**src/rtl/alu_pkg.sv**
```systemverilog
// Shared types for the multi-cycle ALU: function codes, FSM states and op classification.
package alu_pkg;

  localparam int unsigned ALU_CONTROL_WIDTH = 4;

  typedef enum logic [ALU_CONTROL_WIDTH-1:0] {
    OP_NOP = 4'b0000,
    OP_MUL = 4'b0001,
    OP_DIV = 4'b0010,
    OP_ROR = 4'b1000,
    OP_ROL = 4'b1001,
    OP_SLL = 4'b1010,
    OP_SLR = 4'b1011,
    OP_OR  = 4'b1100,
    OP_AND = 4'b1101,
    OP_SUB = 4'b1110,
    OP_ADD = 4'b1111
  } alu_op_t;

  typedef enum logic {IDLE, ITER} alu_mc_state_t;

  function automatic logic is_multicycle(alu_op_t op);
    return (op == OP_MUL) || (op == OP_DIV);
  endfunction

endpackage

```
**src/rtl/alu_mc_if.sv**
```systemverilog
// Request/response bundle between the control unit and alu_mc.
// ALU_MC_FLAGS_EN adds the registered zero/negative flags.
interface alu_mc_if #(
  parameter int unsigned DATA_WIDTH = 16
);
  import alu_pkg::*;

  logic                         start;
  logic [DATA_WIDTH-1:0]        a;
  logic [DATA_WIDTH-1:0]        b;
  logic [ALU_CONTROL_WIDTH-1:0] alu_ctrl;
  logic                         busy;
  logic                         done;
  logic [DATA_WIDTH-1:0]        r;
  logic [DATA_WIDTH-1:0]        s;
  logic                         alu_exception;
`ifdef ALU_MC_FLAGS_EN
  logic [1:0]                   flags;
`endif

  modport master (
    output start, a, b, alu_ctrl,
`ifdef ALU_MC_FLAGS_EN
    input  flags,
`endif
    input  busy, done, r, s, alu_exception
  );

  modport slave (
    input  start, a, b, alu_ctrl,
`ifdef ALU_MC_FLAGS_EN
    output flags,
`endif
    output busy, done, r, s, alu_exception
  );

endinterface

```
**src/rtl/alu_muldiv_iter.sv**
```systemverilog
// Shared iterative datapath: shift-add multiply or restoring divide, one bit per step.
// acc is the accumulator value after the current step ({upper/remainder, lower/quotient}).
module alu_muldiv_iter #(
  parameter int unsigned DATA_WIDTH = 16
) (
  input  logic                    clk,
  input  logic                    rst,
  input  logic                    load,
  input  logic                    step,
  input  logic                    op_is_div,
  input  logic [DATA_WIDTH-1:0]   a,
  input  logic [DATA_WIDTH-1:0]   b,
  output logic [2*DATA_WIDTH-1:0] acc
);

  logic [2*DATA_WIDTH-1:0] acc_q;
  logic [DATA_WIDTH-1:0]   b_q;
  logic                    is_div_q;

  logic [DATA_WIDTH:0]     mul_sum;
  logic [DATA_WIDTH:0]     div_hi;
  logic [DATA_WIDTH:0]     div_diff;
  logic [2*DATA_WIDTH-1:0] mul_next;
  logic [2*DATA_WIDTH-1:0] div_next;

  always_comb begin
    mul_sum  = {1'b0, acc_q[2*DATA_WIDTH-1:DATA_WIDTH]} + (acc_q[0] ? {1'b0, b_q} : '0);
    mul_next = {mul_sum, acc_q[DATA_WIDTH-1:1]};
    // Partial remainder after the left shift keeps its carry bit for the trial subtract.
    div_hi   = acc_q[2*DATA_WIDTH-1:DATA_WIDTH-1];
    div_diff = div_hi - {1'b0, b_q};
    if (!div_diff[DATA_WIDTH]) begin
      div_next = {div_diff[DATA_WIDTH-1:0], acc_q[DATA_WIDTH-2:0], 1'b1};
    end else begin
      div_next = {div_hi[DATA_WIDTH-1:0], acc_q[DATA_WIDTH-2:0], 1'b0};
    end
    acc = is_div_q ? div_next : mul_next;
  end

  always_ff @(posedge clk or posedge rst) begin
    if (rst) begin
      acc_q    <= '0;
      b_q      <= '0;
      is_div_q <= 1'b0;
    end else if (load) begin
      acc_q    <= {{DATA_WIDTH{1'b0}}, a};
      b_q      <= b;
      is_div_q <= op_is_div;
    end else if (step) begin
      acc_q    <= acc;
    end
  end

endmodule

```
**src/rtl/alu_mc.sv**
```systemverilog
// Multi-cycle ALU with start/busy/done handshake; MUL/DIV iterate DATA_WIDTH cycles.
// ALU_MC_FLAGS_EN adds flags = {negative, zero} registered with r.
module alu_mc
  import alu_pkg::*;
#(
  parameter int unsigned DATA_WIDTH = 16
) (
  input logic     clk,
  input logic     rst,
  alu_mc_if.slave bus
);

  localparam int unsigned CNT_WIDTH = $clog2(DATA_WIDTH) + 1;
  localparam logic [CNT_WIDTH-1:0]  CNT_LAST = CNT_WIDTH'(DATA_WIDTH - 1);
  localparam logic [DATA_WIDTH-1:0] W_VEC    = DATA_WIDTH'(DATA_WIDTH);
  localparam int unsigned MSB = DATA_WIDTH - 1;

  alu_mc_state_t           state_q, state_d;
  logic [CNT_WIDTH-1:0]    cnt_q, cnt_d;
  logic                    busy_q, busy_d, done_q, done_d, exc_q, exc_d;
  logic [DATA_WIDTH-1:0]   r_q, r_d, s_q, s_d;
  logic                    load, step, go_iter;
  logic [2*DATA_WIDTH-1:0] acc;

  logic [DATA_WIDTH-1:0]   sc_r, sc_s, add_sum, sub_diff, rot_amt;
  logic                    sc_exc;
  logic [2*DATA_WIDTH-1:0] dbl, rol_full, ror_full;

  alu_muldiv_iter #(
    .DATA_WIDTH(DATA_WIDTH)
  ) u_iter (
    .clk      (clk),
    .rst      (rst),
    .load     (load),
    .step     (step),
    .op_is_div(bus.alu_ctrl == OP_DIV),
    .a        (bus.a),
    .b        (bus.b),
    .acc      (acc)
  );

  always_comb begin
    sc_r     = '0;
    sc_s     = '0;
    sc_exc   = 1'b0;
    add_sum  = bus.a + bus.b;
    sub_diff = bus.a - bus.b;
    rot_amt  = bus.b % W_VEC;
    dbl      = {bus.a, bus.a};
    rol_full = dbl << rot_amt;
    ror_full = dbl >> rot_amt;
    case (bus.alu_ctrl)
      OP_ADD: begin
        sc_r   = add_sum;
        sc_exc = (bus.a[MSB] == bus.b[MSB]) && (add_sum[MSB] != bus.a[MSB]);
      end
      OP_SUB: begin
        sc_r   = sub_diff;
        sc_exc = (bus.a[MSB] != bus.b[MSB]) && (sub_diff[MSB] != bus.a[MSB]);
      end
      OP_AND: sc_r = bus.a & bus.b;
      OP_OR:  sc_r = bus.a | bus.b;
      OP_SLL: sc_r = (bus.b >= W_VEC) ? '0 : (bus.a << bus.b);
      OP_SLR: sc_r = (bus.b >= W_VEC) ? '0 : (bus.a >> bus.b);
      OP_ROL: sc_r = rol_full[2*DATA_WIDTH-1:DATA_WIDTH];
      OP_ROR: sc_r = ror_full[DATA_WIDTH-1:0];
      // Only the divide-by-zero case stays single-cycle.
      OP_DIV: begin
        sc_r   = '1;
        sc_s   = bus.a;
        sc_exc = 1'b1;
      end
      OP_MUL, OP_NOP: ;
      default: sc_exc = 1'b1;
    endcase
  end

  assign go_iter = is_multicycle(alu_op_t'(bus.alu_ctrl))
                   && !((bus.alu_ctrl == OP_DIV) && (bus.b == '0));

  always_comb begin
    state_d = state_q;
    cnt_d   = cnt_q;
    busy_d  = busy_q;
    done_d  = 1'b0;
    r_d     = r_q;
    s_d     = s_q;
    exc_d   = exc_q;
    load    = 1'b0;
    step    = 1'b0;
    unique case (state_q)
      IDLE: begin
        if (bus.start) begin
          if (go_iter) begin
            load    = 1'b1;
            state_d = ITER;
            busy_d  = 1'b1;
            cnt_d   = '0;
          end else begin
            r_d    = sc_r;
            s_d    = sc_s;
            exc_d  = sc_exc;
            done_d = 1'b1;
          end
        end
      end
      ITER: begin
        step = 1'b1;
        if (cnt_q == CNT_LAST) begin
          state_d = IDLE;
          busy_d  = 1'b0;
          done_d  = 1'b1;
          r_d     = acc[DATA_WIDTH-1:0];
          s_d     = acc[2*DATA_WIDTH-1:DATA_WIDTH];
          exc_d   = 1'b0;
        end else begin
          cnt_d = cnt_q + CNT_WIDTH'(1);
        end
      end
      default: state_d = IDLE;
    endcase
  end

  always_ff @(posedge clk or posedge rst) begin
    if (rst) begin
      state_q <= IDLE;
      cnt_q   <= '0;
      busy_q  <= 1'b0;
      done_q  <= 1'b0;
      r_q     <= '0;
      s_q     <= '0;
      exc_q   <= 1'b0;
    end else begin
      state_q <= state_d;
      cnt_q   <= cnt_d;
      busy_q  <= busy_d;
      done_q  <= done_d;
      r_q     <= r_d;
      s_q     <= s_d;
      exc_q   <= exc_d;
    end
  end

  assign bus.busy          = busy_q;
  assign bus.done          = done_q;
  assign bus.r             = r_q;
  assign bus.s             = s_q;
  assign bus.alu_exception = exc_q;

`ifdef ALU_MC_FLAGS_EN
  logic [1:0] flags_q;

  always_ff @(posedge clk or posedge rst) begin
    if (rst) begin
      flags_q <= 2'b00;
    end else if (done_d) begin
      flags_q <= {r_d[MSB], r_d == '0};
    end
  end

  assign bus.flags = flags_q;
`endif

endmodule

```
**src/flat_wrapper.sv**
```systemverilog
// flat-port wrapper written by rule: the top's interface ports become plain ports
module alu_mc_flat import alu_pkg::*;
#(
  parameter int unsigned DATA_WIDTH = 16
)
  (clk, rst, bus_start, bus_a, bus_b, bus_alu_ctrl, bus_busy, bus_done, bus_r, bus_s, bus_alu_exception);
  alu_mc_if #(.DATA_WIDTH(DATA_WIDTH)) bus_i ();
  input logic clk;
  input logic rst;
  input wire logic [$bits(bus_i.start)-1:0] bus_start;
  input wire logic [$bits(bus_i.a)-1:0] bus_a;
  input wire logic [$bits(bus_i.b)-1:0] bus_b;
  input wire logic [$bits(bus_i.alu_ctrl)-1:0] bus_alu_ctrl;
  output wire logic [$bits(bus_i.busy)-1:0] bus_busy;
  output wire logic [$bits(bus_i.done)-1:0] bus_done;
  output wire logic [$bits(bus_i.r)-1:0] bus_r;
  output wire logic [$bits(bus_i.s)-1:0] bus_s;
  output wire logic [$bits(bus_i.alu_exception)-1:0] bus_alu_exception;
  assign bus_i.start = bus_start;
  assign bus_i.a = bus_a;
  assign bus_i.b = bus_b;
  assign bus_i.alu_ctrl = bus_alu_ctrl;
  assign bus_busy = bus_i.busy;
  assign bus_done = bus_i.done;
  assign bus_r = bus_i.r;
  assign bus_s = bus_i.s;
  assign bus_alu_exception = bus_i.alu_exception;
  alu_mc #(.DATA_WIDTH(DATA_WIDTH)) u_core (.clk(clk), .rst(rst), .bus(bus_i));
endmodule
```
**config.mk**
```make
export PLATFORM = sky130hd
export DESIGN_NAME = alu_mc_flat
export DESIGN_NICKNAME = d
export VERILOG_FILES = /design/src/rtl/alu_pkg.sv /design/src/rtl/alu_mc_if.sv /design/src/rtl/alu_muldiv_iter.sv /design/src/rtl/alu_mc.sv /design/src/flat_wrapper.sv
export SDC_FILE = /design/constraint.sdc
export NUM_CORES = 1
export LEC_CHECK = 0
export BUFFER_PORTS_ARGS = -buffer_cell sky130_fd_sc_hd__buf_2
export CAP_MARGIN = 20
export CORE_MARGIN = 5
export CORE_UTILIZATION = 50
export CTS_CLUSTER_DIAMETER = 50
export DETAILED_ROUTE_END_ITERATION = 6
export HOLD_SLACK_MARGIN = 0.03
export PLACE_DENSITY = 0.72
export REMOVE_ABC_BUFFERS = 1
export SETUP_SLACK_MARGIN = 0.05
export SYNTH_ARGS = -nofsm -noshare
export SYNTH_HDL_FRONTEND = slang
export SYNTH_SLANG_ARGS = --single-unit
```
**constraint.sdc**
```tcl
create_clock -name clk -period 3.2 [get_ports clk]
set_clock_uncertainty 0.1 [all_clocks]
set_input_delay 0.32 -clock clk [delete_from_list [all_inputs] [get_ports clk]]
set_output_delay 0.32 -clock clk [all_outputs]
set_load 0.01 [all_outputs]
```
# Word level (Yosys, flattened, before mapping)
# Cells that the tools add are included.
# word_totals
reg_bits	90
in_bits	39
output_inout_bits	35
latch_bits	0
mem_bits_ro	0
elab_cells	95
memories	0
ram_bits	0
# classes
n_mux	39
reduce_logical	13
n_lt_le_gt_ge	1
n_mul	0
n_bitwise	3
n_shift	4
add_sub_neg	5
n_eq_ne	20
n_div	0
# ops
operator	count
$mux 16	10
$pmux 16 s9	1
$mux 32	4
$pmux 16 s2	2
$eq 4x4->1 const B	8
$shl 32x4->32	1
$shr 32x4->16	1
$add 16x17->17	1
$sub 17x16->17	1
$add 16x16->16	1
$and 16x16->16	1
$ge 16x5->1 const B	1
$logic_not 16->1	1
$or 16x16->16	1
$shl 16x16->16	1
$shr 16x16->16	1
$sub 16x16->16	1
$mux 5	3
$mux 1	13
$pmux 5 s2	1
$reduce_and 3->1	3
$ne 2x2->1 const B	4
$pmux 1 s2	4
$reduce_or 8->1	1
other kinds (14)	19

# Logic depth before layout (Yosys ltp)
# depth
ltp_word	8
mapped_depth	15
depth_no_buf	12

# Hierarchy
# Synthesis repeated with hierarchy kept, for this count alone.
# hier_totals
cells_unflattened	1359
hier_area_um2	10736.5
# modules_own_cells
module	area_per_inst_um2	instances	seq_area_each_um2	cells_per_inst
alu_mc	6601.3	1	1026.0	866
alu_muldiv_iter	4135.2	1	1226.2	493

# Worst setup path before layout
# OpenSTA, ideal clock, no wires.
# synth_timing
path_type	input-to-reg
start	in bus_b[2]
end	reg u_core.exc_q, in the netlist u_core.bus.alu_exception
path_slack_ps	-106
t_arrival_ps	3079
setup_ps	127
n_path_buf	5
required_time_ps	2973
path_stages	15
cell_sequence	buf_2 > inv_1 > buf_2 > buf_2 > buf_2 > ha_1 > clkbuf_1 > o21ai_0 > o21bai_1 > o21ai_0 > o32ai_1 > o41ai_1 > xnor2_1 > a32oi_1 > nand2_1
# synth_between
elab_chain_cells	7
# synth_lines
element	line_no	source
from (decl)	flat_wrapper.sv:12	input wire logic [$bits(bus_i.b)-1:0] bus_b;
$sub 16x16->16 / $add 16x16->16 (equally long branches)	alu_mc.sv:47, alu_mc.sv:46	
$ne 1x1->1, on equally long branches	alu_mc.sv:59, alu_mc.sv:55	
$logic_and 1x1->1, on equally long branches	alu_mc.sv:59, alu_mc.sv:55	
$pmux 1 s3	alu_mc.sv:52	case (bus.alu_ctrl)
$mux 1	alu_mc.sv:94	if (go_iter) begin
$mux 1	alu_mc.sv:93	if (bus.start) begin
$pmux 1 s2	alu_mc.sv:91	unique case (state_q)
to (signal assigned)	alu_mc.sv:132	exc_q <= 1'b0;
to (signal assigned)	alu_mc.sv:140	exc_q <= exc_d;
to (decl)	alu_mc.sv:20	logic busy_q, busy_d, done_q, done_d, exc_q, exc_d;
# Parallel ways exist; a longest one is shown, timed or not. The select of a mux whose other input is x is not followed.
# A chain may end at the register's enable or synchronous reset.

# Worst setup path after layout
# layout_timing
start	reg u_core.u_iter.b_q[0]
end	reg u_core.s_q[4], in the netlist u_core.bus.s[4]
# layout_between
elab_chain_cells	5
# layout_lines
element	line_no	source
from (decl)	alu_muldiv_iter.sv:17	logic [DATA_WIDTH-1:0] b_q;
from (signal assigned)	alu_muldiv_iter.sv:43	b_q <= '0;
from (signal assigned)	alu_muldiv_iter.sv:47	b_q <= b;
$mux 16 / $sub 17x16->17 (equally long branches)	alu_muldiv_iter.sv:27, alu_muldiv_iter.sv:31	
$add 16x17->17 / $mux 32 (equally long branches)	alu_muldiv_iter.sv:27, alu_muldiv_iter.sv:32	
$mux 32 *	alu_muldiv_iter.sv:37	acc = is_div_q ? div_next : mul_next;
$mux 16 *	alu_mc.sv:109	if (cnt_q == CNT_LAST) begin
$pmux 16 s2 *	alu_mc.sv:91	
to (signal assigned)	alu_mc.sv:131	s_q <= '0;
to (signal assigned)	alu_mc.sv:139	s_q <= s_d;
to (decl)	alu_mc.sv:21	logic [DATA_WIDTH-1:0] r_q, r_d, s_q, s_d;
# Every way passes the cells marked *; elsewhere a longest branch is shown, timed or not. The select of a mux whose other input is x is not followed.

==> results.md <==
* Worst setup slack after layout at -0.00735 ns
* Largest family of logic cells by synthesized area: compound AO/OA/AOI/OAI gates
* Startpoint types: register
* DP Wirelength at 30200 microns
* Fillers at 1858
* Clock Tree Buf Depth at 2
* Die Y at 153 microns
* Final Setup Violations at 2
* Ant diodes at 0
* CP arrival at 3.35 ns
* Core Rows at 52
* Worst skew pair latency at 0.36 ns
* Overflow after GRT at 0
* Dpl cells at 1644
* Initial Util at 0.506
* Register area share after synthesis at 0.221
* Mux cell area share after synthesis at 0.129
* Clk root buf: clkbuf_16
* Maximum vdd drop at 0.498 mV
* Area grow syn2layout at 16.0%
* PortBufs at 73
* Fmax at 312 MHz
* Via count at 10800
* Hold crit path type: input port to register
* Simple-Gate Fraction of Synth Area at 0.183
* Fin cells at 1668
* CP peak stage delay at 0.42 ns
* Fin. max-slew vios at 0
* Final hold violation count at 0
* Ranking of synthesized cells by area: dfrtp_1 (22%), ha_1 (9.9%), a21oi_1 (5.7%), nand2_1 (5.2%), mux2_2 (4.7%)
* Compound-Gate Fraction of Synth Area at 0.266
* Final antenna-violating net count at 0
* PD cells at 887 nW/um^2
* Synth Cell Area at 10200 sq um
* Fin crit share at 1.00
* Post-DR vias/cell at 6.50
* Initial antenna violation count at 0
* Die W at 153 microns
* Seq cells post-synth at 90
* Ys flop type: dfrtp_1
* Outcome: complete, but fails checks
* Initial DRC count at 1204
* Synth area leader: dfrtp_1
* Worst-path fanout max at 10
* Syn_area_per_cell at 7.89 sq um
* Drc violations at 0
* Worst-margin pin slew at 0.847 ns
* Largest net degree at the start of global routing at 49
* Failing checks: setup timing
* Cell mode on critical path: a21oi_4
* Ys async rst share at 1.00
* Critical path cell sequence: ha_4 -> fa_2 -> nand2b_4 -> a21oi_4 -> o41a_1 -> buf_4 -> a21oi_4 -> o311ai_4 -> buf_6 -> buf_12 -> mux2i_2 -> a211oi_2 -> o22a_1
* H-Tree Depth at 3
* CTS tree: yes
* GRT Total Usage at 0.320
* Layout cells sized above 1 at 0.212
* RD Place Congestion at 1.07
* Worst relative slew slack at 0.434
* Post-Synth XOR/XNOR Area at 0.0283
* Crit path capture type: register
* Vias in the first global route at 10200
* CP Class: register to register
* RSZ-0062 raised after global routing: true
* Max_cap viols at 0
* Number of flops mapped to enable cells by yosys at 0
* Routed WL per cell at 23.5 microns
* First-pass GRT wire length at 59300 microns
* Area of the multi-input gates at 7460 sq um
* Final Critical Period at 3.21 ns
* Storage cell area at 2250 sq um
* Yosys top cell area share at 0.221
* # IOs at 74
* Worst endpoint required time at 3.34 ns
* Slowest cell on the critical path: dfrtp_1
* Leak pwr at 5.33 nW
* # nets final at 1517
* Synth Instances at 1293
* Hold_ws at 0.187 ns
* Yosys cell types at 82
* Synth warn at 0
* Final WL at 39200 microns
* CORE AREA at 20200 sq um
* DIE AREA at 23400 sq um
* Sink Count at 90
* DRT Pass-1 Iters at 6
* Synthesized-area fraction occupied by adder cells at 0.107
* Inserted Clock Buffers at 9
* Reg clk slew, reported paths at 0.07 ns
## stage by stage
step                       util  total power, mW  cell area, sq um  setup slack, ns  TNS [ns]
after detailed placement  0.558             8.46             11300          -0.0706    -0.144
after global routing      0.586             11.2             11800          -0.0769    -0.878
final                     0.586             10.5             11800         -0.00735   -0.0131
after floorplan               -             6.45              9820            -1.34    -36.53
after CTS                 0.575             9.74             11600           0.0434         0
after global placement    0.558             8.33             11300          -0.0419   -0.0546
## cells in the mapped netlist (5+ instances only)
cell,instances
a211oi_1,20
a21o_1,18
a21oi_1,116
a221oi_1,10
a22oi_1,9
a31oi_1,19
and2_1,26
and3_1,6
buf_1,5
buf_2,18
clkbuf_1,51
dfrtp_1,90
ha_1,81
inv_1,76
mux2_2,43
mux2i_1,48
mux4_2,15
nand2_1,140
nand2b_1,18
nand3_1,14
nand4_1,8
nor2_1,126
nor2b_1,7
nor3_1,18
nor4_1,8
o2111ai_1,6
o211ai_1,12
o21a_1,5
o21ai_0,94
o21ai_1,7
o21bai_1,8
o221ai_1,10
o22a_1,12
o31ai_1,7
o32ai_1,5
or2_2,5
or3_1,11
xnor2_1,23
xor2_1,10
## where the power goes
group | leakage (nW) | switching (mW) | internal, mW | total (mW)
Clock | 0.162 | 0.507 | 0.693 | 1.20
Sequential | 1.09 | 0.494 | 1.70 | 2.19
Combinational | 4.07 | 3.96 | 3.14 | 7.10
## cell families after synthesis
family                   after synthesis
AO/OA/AOI/OAI                        413
AND/OR/NAND/NOR                      406
buffers and inverters                159
multiplexers                         107
flip-flops                            90
adder cells (fa/ha/maj)               85
XOR/XNOR                              33
## registers in the layout, summed over array words and instances, names as in the netlist
| name | flops |
|---|---|
| u_core.state_q | 1 |
| u_core.cnt_q | 5 |
| u_core.bus.busy | 1 |
| u_core.u_iter.acc_q | 32 |
| u_core.u_iter.b_q | 16 |
| u_core.bus.s | 16 |
| u_core.u_iter.is_div_q | 1 |
| u_core.bus.alu_exception | 1 |
| u_core.bus.r | 16 |
| u_core.bus.done | 1 |
## repair_timing
item	4_1_cts	5_1_grt
gates resized for setup	6	34
setup endpoints to repair	22	29
endpoints found under the hold margin	46	0
setup buffers	0	6
pin swaps	4	19
gates cloned	0	1
hold buffers	1	0
## worst max-delay path: cells and delay by family, from the launching register on
kind / cells / cell delay, ns
compound gates: 6 / 1.07
fa+ha+maj: 2 / 0.60
buf+inv: 3 / 0.48
flops: 1 / 0.42
mux: 1 / 0.24
simple gates: 1 / 0.18
## layout by cell type, fill, tap and decap left out, drive strengths merged, types with 7 or more instances in the layout
master    n
and2     26
nor3     18
o31ai     8
mux4     15
xor2     10
buf     168
clkbuf   10
nand3    14
o211ai   13
o22a     12
nor2b     7
inv      81
a22oi     9
nand4     8
xnor2    23
nand2b   18
mux2i    48
dfrtp    90
o221ai   10
a211oi   20
a221oi   11
nor4      8
o21ai   101
a31oi    19
a21oi   118
nor2    127
ha       81
nand2   140
a21o     18
mux2     44
o21bai    8
or3      11
## final timing paths
path                                                end  cells after the start            startpoint  slack [ns]
worst max-delay path                    u_core.bus.s[4]                     13  u_core.u_iter.b_q[0]      -0.007
worst min-delay path               u_core.u_iter.b_q[4]                      3              bus_b[4]        0.19
worst max register to register          u_core.bus.s[4]                     13  u_core.u_iter.b_q[0]      -0.007
worst min register to register         u_core.bus.r[10]                      2      u_core.bus.r[10]        0.39
max in group asynchronous       u_core.u_iter.acc_q[18]                      4                   rst        1.67
min in group asynchronous              u_core.bus.s[15]                      3                   rst        0.50
## routing by layer
metal,GRT usage,up-vias,share of wire
li1,-,4920,-
met3,0.0503,125,0.087
met4,0.172,0,0.061
met2,0.501,606,0.45
met5,0,-,0
met1,0.425,5192,0.41
## layout make-up
class	instances	share of cell area
multi-input combinational	1044	0.630
clock buffer	9	0.0190
timing repair buffer	170	0.0980
clock inverter	7	0.00836
inverter	78	0.0250
sequential	90	0.191
tap	270	0.0286
(Power assumes the default switching activity.)
